### src/rtl/dcache_2way.sv
// Two-way set-associative write-back data cache with LRU replacement.
// Misses stall the pipeline while a single-line writeback and fill complete.
module dcache_2way #(
    parameter int LINE_WORDS = 4,
    parameter int SET_CNT    = 8,
    parameter int WAY_CNT    = 2
) (
    input  logic                       clk,
    input  logic                       rst,
    input  logic                       rd_req,
    input  logic [3:0]                 wr_en,
    input  logic [31:0]                addr,
    input  logic [31:0]                wr_data,
    output logic [31:0]                rd_data,
    output logic                       miss,
    output logic                       mem_rd_req,
    output logic                       mem_wr_req,
    output logic [31:0]                mem_addr,
    output logic [32*LINE_WORDS-1:0]   mem_wr_line,
    input  logic [32*LINE_WORDS-1:0]   mem_rd_line,
    input  logic                       mem_gnt
);

    localparam int WORD_W = $clog2(LINE_WORDS);
    localparam int SET_W  = $clog2(SET_CNT);
    localparam int OFF_W  = WORD_W + 2;
    localparam int TAG_W  = 32 - OFF_W - SET_W;
    localparam int LINE_W = 32 * LINE_WORDS;

    typedef enum logic [1:0] {
        IDLE,
        SWAP_OUT,
        SWAP_IN,
        SWAP_IN_OK
    } state_t;

    state_t state;

    logic [WAY_CNT-1:0][SET_CNT-1:0] valid_q;
    logic [WAY_CNT-1:0][SET_CNT-1:0] dirty_q;
    logic [SET_CNT-1:0]              lru_q;
    logic [TAG_W-1:0]                tag_q  [WAY_CNT][SET_CNT];
    logic [LINE_W-1:0]               data_q [WAY_CNT][SET_CNT];
    logic                            victim_q;

    logic [TAG_W-1:0]  addr_tag;
    logic [SET_W-1:0]  set_idx;
    logic [WORD_W-1:0] word_idx;
    logic              req;
    logic              wr;
    logic              hit0;
    logic              hit1;
    logic              hit;
    logic              hit_way;
    logic              victim;
    logic              victim_dirty;
    logic [31:0]       cur_word;
    logic [31:0]       wmerge;
    logic              unused_bits;

    assign addr_tag    = addr[31 -: TAG_W];
    assign set_idx     = addr[OFF_W +: SET_W];
    assign word_idx    = addr[2 +: WORD_W];
    assign unused_bits = ^addr[1:0];

    assign wr   = |wr_en;
    assign req  = rd_req | wr;
    assign hit0 = valid_q[0][set_idx] && (tag_q[0][set_idx] == addr_tag);
    assign hit1 = valid_q[1][set_idx] && (tag_q[1][set_idx] == addr_tag);
    assign hit  = hit0 | hit1;
    assign hit_way = hit1;

    // Fill invalid ways in order before evicting anything.
    assign victim = !valid_q[0][set_idx] ? 1'b0 :
                    !valid_q[1][set_idx] ? 1'b1 : lru_q[set_idx];
    assign victim_dirty = valid_q[victim][set_idx] && dirty_q[victim][set_idx];

    assign miss = req && ((state != IDLE) || !hit);

    always_comb begin
        cur_word = data_q[hit_way][set_idx][{word_idx, 5'b0} +: 32];
        wmerge   = cur_word;
        for (int b = 0; b < 4; b++) begin
            if (wr_en[b]) wmerge[8*b +: 8] = wr_data[8*b +: 8];
        end
    end

    always_comb begin
        mem_wr_line = '0;
        mem_wr_line = data_q[victim_q][set_idx];
    end

    always_ff @(posedge clk) begin
        if (rst) begin
            state      <= IDLE;
            valid_q    <= '0;
            dirty_q    <= '0;
            lru_q      <= '0;
            rd_data    <= '0;
            mem_rd_req <= 1'b0;
            mem_wr_req <= 1'b0;
            mem_addr   <= '0;
            victim_q   <= 1'b0;
        end else begin
            unique case (state)
                IDLE: begin
                    if (req && hit) begin
                        lru_q[set_idx] <= ~hit_way;
                        if (wr) dirty_q[hit_way][set_idx] <= 1'b1;
                        else    rd_data <= cur_word;
                    end else if (req) begin
                        victim_q <= victim;
                        if (victim_dirty) begin
                            state      <= SWAP_OUT;
                            mem_wr_req <= 1'b1;
                            mem_addr   <= {tag_q[victim][set_idx], set_idx,
                                           {OFF_W{1'b0}}};
                        end else begin
                            state      <= SWAP_IN;
                            mem_rd_req <= 1'b1;
                            mem_addr   <= {addr_tag, set_idx, {OFF_W{1'b0}}};
                        end
                    end
                end
                SWAP_OUT: begin
                    if (mem_gnt) begin
                        state      <= SWAP_IN;
                        mem_wr_req <= 1'b0;
                        mem_rd_req <= 1'b1;
                        mem_addr   <= {addr_tag, set_idx, {OFF_W{1'b0}}};
                    end
                end
                SWAP_IN: begin
                    if (mem_gnt) begin
                        state      <= SWAP_IN_OK;
                        mem_rd_req <= 1'b0;
                    end
                end
                SWAP_IN_OK: begin
                    state                      <= IDLE;
                    valid_q[victim_q][set_idx] <= 1'b1;
                    dirty_q[victim_q][set_idx] <= 1'b0;
                    tag_q[victim_q][set_idx]   <= addr_tag;
                    lru_q[set_idx]             <= ~victim_q;
                end
                default: state <= IDLE;
            endcase
        end
    end

    // Data array carries no reset; valid bits gate its use.
    always_ff @(posedge clk) begin
        if (!rst && state == IDLE && req && hit && wr)
            data_q[hit_way][set_idx][{word_idx, 5'b0} +: 32] <= wmerge;
        if (!rst && state == SWAP_IN && mem_gnt)
            data_q[victim_q][set_idx] <= mem_rd_line;
    end

endmodule

### config.mk
export PLATFORM = sky130hd
export DESIGN_NAME = dcache_2way
export DESIGN_NICKNAME = d
export VERILOG_FILES = /design/src/rtl/dcache_2way.sv
export SDC_FILE = /design/constraint.sdc
export NUM_CORES = 2
export LEC_CHECK = 0
export CAP_MARGIN = 20
export CELL_PAD_IN_SITES_DETAIL_PLACEMENT = 2
export CELL_PAD_IN_SITES_GLOBAL_PLACEMENT = 2
export CORE_ASPECT_RATIO = 0.8
export CORE_MARGIN = 5
export CORE_UTILIZATION = 35
export CTS_BUF_LIST = sky130_fd_sc_hd__clkbuf_2 sky130_fd_sc_hd__clkbuf_4 sky130_fd_sc_hd__clkbuf_8
export DETAILED_ROUTE_END_ITERATION = 8
export PLACE_DENSITY_LB_ADDON = 0.1
export REMOVE_ABC_BUFFERS = 1
export SLEW_MARGIN = 20
export SYNTH_ARGS = -nofsm -noshare
export SYNTH_HDL_FRONTEND = slang
export SYNTH_SLANG_ARGS = --single-unit
export TNS_END_PERCENT = 20
### constraint.sdc
create_clock -name clk -period 6.9 [get_ports clk]
set_clock_uncertainty 0.2 [all_clocks]
set_input_delay 1.035 -clock clk [delete_from_list [all_inputs] [get_ports clk]]
set_output_delay 1.035 -clock clk [all_outputs]
set_load 0.02 [all_outputs]
==> out/results.txt <==
Status -> complete, but fails checks
Failing checks -> negative setup slack
Multi-input gate area -> 0.0424 mm²
Worst Path Arrival -> 7.65 ns
First-pass GRT wire length -> 825000 µm
Power density over the cells -> 248 mW/mm²
Worst Max-Slew Pin Slew -> 1.18 ns
Post-synth top area cell -> edfxtp_1
Final setup violation count -> 9
Number of remaining DRC errors -> 0
Worst VDD drop -> 0.000167 V
Slowest stage delay, CP -> 0.89 ns
Power Total -> 36.8 mW
Mapped cell area -> 0.120 mm²
Total GRT Usage -> 33.7%
Max_slew headroom -> 21.1%
Reg area -> 0.0756 mm²
CP Launch Type -> flop
Count of pins over their slew limit -> 0
Placed cell count -> 13268
Hold buffers post-CTS -> 0
Drt pass-1 iters -> 5
Number of synthesized flops with an enable pin -> 2448
Synth top area cells -> edfxtp_1 (61%), mux4_2 (12%), mux2i_1 (6.5%)
Die H -> 534 µm
Area Overhead vs Synth -> 23.6%
Most frequent cells in the layout -> edfxtp_1 (2448), nand2_1 (835), mux2i_1 (786)
Final hold vios -> 0
Slowest CP cell -> a2111oi_2
Final WS setup -> -0.00320 ns
Nets@finish -> 9358
Core area -> 0.342 mm²
Most frequent CP cell -> buf_12
Die area -> 0.355 mm²
Crit-path max FO -> 37
Vias -> 90624
Sequential area share after synthesis -> 62.9%
Effective utilization at floorplan -> 35.1%
GPL Wtd Cong -> 0.908
Antenna violations before repair -> 69
Final wirelength -> 615000 µm
Pin count of the biggest net entering global routing -> 76
Mapped Avg Cell Area -> 15.2 µm²
Clock Pin Slew Worst Setup and Hold Paths -> 0.06 ns
Max_cap viols -> 0
DRC marker count from the first detailed-route iteration -> 12398
Critical path's top delay family -> simple AND/OR/NAND/NOR gates
Place WS -> -1.03 ns
Clk sinks -> 2554
CP cell instances -> mux2_2, o22ai_1, or3_1, o211ai_1, buf_4, or4_2, buf_12, nor4_4, buf_4, buf_12, a21oi_2, a22o_1, a2111oi_2, nor3_1, nor3_4, a21o_1, buf_12
Ys async rst share -> 0%
CP Data Required Time -> 7.65 ns
Critical path class -> reg -> reg
Worst setup EP type -> flop
Fillers -> 32666
CP bufs+invs -> 5
Static Leak -> 49.4 nW
Number of global-route vias before repair -> 92485
PortBufs -> 388
H-tree depth -> 5
CTS tree -> done
Post-synth top area share -> 61.1%
Synth warn -> 0
# Post-CTS Setup Buffers -> 0
Share of layout cells above drive strength 1 -> 29.2%
Routed Antenna Nets -> 0
Clock buffer depth -> 4
Vias per inst -> 6.42
Row Count -> 192
Count of cell types in the netlist -> 97
Worst skew pair latency -> 1.16 ns
Post-synthesis register bit count -> 2554
Die Wd -> 665 µm
Setup TNS -> -0.0203 ns
Wire per inst -> 43.6 µm
Fin cells -> 14106
Num CTS Buffers -> 439
Total gr overflow -> 0
Hpwl dp -> 416000 µm
Clock root cell -> clkbuf_8
Most common cell after layout, fill and taps aside -> edfxtp_1
RSZ-0062 raised after global routing -> false
F_max -> 145 MHz
I/O pin total -> 395
HP Class -> reg -> reg
Ys flop type -> edfxtp_1
Final period utilization -> 100%
Post-Syn Instances -> 7916
Min cycle time layout -> 6.90 ns
routing by layer:
metal | vias up | global-route usage [%] | routed length, µm
li1 | 34752 | - | -
met1 | 49576 | 47.7 | 256000
met2 | 5196 | 50.3 | 269000
met3 | 1080 | 6.39 | 57600
met4 | 20 | 15.4 | 32500
met5 | - | 0 | 145
kinds of logic (layout without fill, tap and decap cells):
kind of cell,count (synthesis),after routing,share of synthesized area (%)
xor gates and xnor gates,33,33,0.240
and+or+nand+nor,1465,1465,5.33
adders and majority gates,9,9,0.0937
buffers and inverters,685,2283,2.74
AOI/OAI and AO/OA,1643,1643,9.10
muxes,1526,1526,19.6
DFF,2554,2554,62.9
other,1,34,0.00312
tightest hold or removal path: cells and delay by family, from the launching register on:
kind,cells,cell delay (ns)
AO/OA/AOI/OAI,1,0.05
flip-flops,1,0.31
AND/OR/NAND/NOR,1,0.05
area by class of cell:
cell class | count | share of cell area (%)
diodes | 30 | 0.0505
flip-flops and latches | 2554 | 50.9
clock inverters | 213 | 0.852
well taps | 4559 | 3.84
inverters | 42 | 0.117
multi-input cells | 4680 | 28.5
clock buffers | 596 | 4.95
repair buffers | 1432 | 10.8
registers in the layout, summed over array words and instances, names as in the netlist, named ones only:
name,count
mem_wr_req,1
data_q,2048
victim_q,1
mem_addr,28
state,2
dirty_q,16
valid_q,16
lru_q,8
mem_rd_req,1
rd_data,32
tag_q,400
path summary, 6_finish.rpt:
check,startpoint,to,slack (ns),depth (start not counted)
setup / recovery,tag_q[1][158],data_q[1][124],-0.003,17
hold / removal,mem_addr[31],mem_addr[31],0.26,2
setup reg to reg,tag_q[1][158],data_q[1][124],-0.003,17
hold reg to reg,mem_addr[31],mem_addr[31],0.26,2
power breakdown:
part	total, mW	internal [mW]	switching, mW
clock	14.1	7.26	6.87
sequential	17.6	17.5	0.0852
combinational	5.13	1.79	3.35
stage by stage:
step | area (µm²) | hold slack, ns | util (%)
floorplan | 117000 | 0.227 | -
finish | 149000 | 0.257 | 43.5
global placement | 140000 | 0.238 | 40.9
CTS | 149000 | 0.262 | 43.4
detailed placement | 140000 | 0.253 | 40.9
global route | 149000 | 0.277 | 43.4
cells in the mapped netlist, drive strengths merged, types with 19 or more instances:
master and n:
edfxtp 2448, nand2 845, mux2i 786, mux4 653, clkbuf 391, a21oi 370
o22ai 357, buf 252, o21ai 234, nor2 232, a22oi 143, nand3 122
dfxtp 106, mux2 87, a22o 79, a211oi 58, nand4 47, a31oi 43
nor4 42, a21o 41, inv 41, nor3 35, o2111ai 35, a32oi 34
o31ai 32, nor2b 27, o211ai 27, and3 24, o221ai 23, a221oi 19
timing repair:
action,CTS,global route
pin swaps,0,1
resized for setup,1,1
gates cloned,0,0
hold endpoints to repair,0,0
endpoints found under the setup margin,18,78
Note: power is estimated with default switching activity, not from simulation.
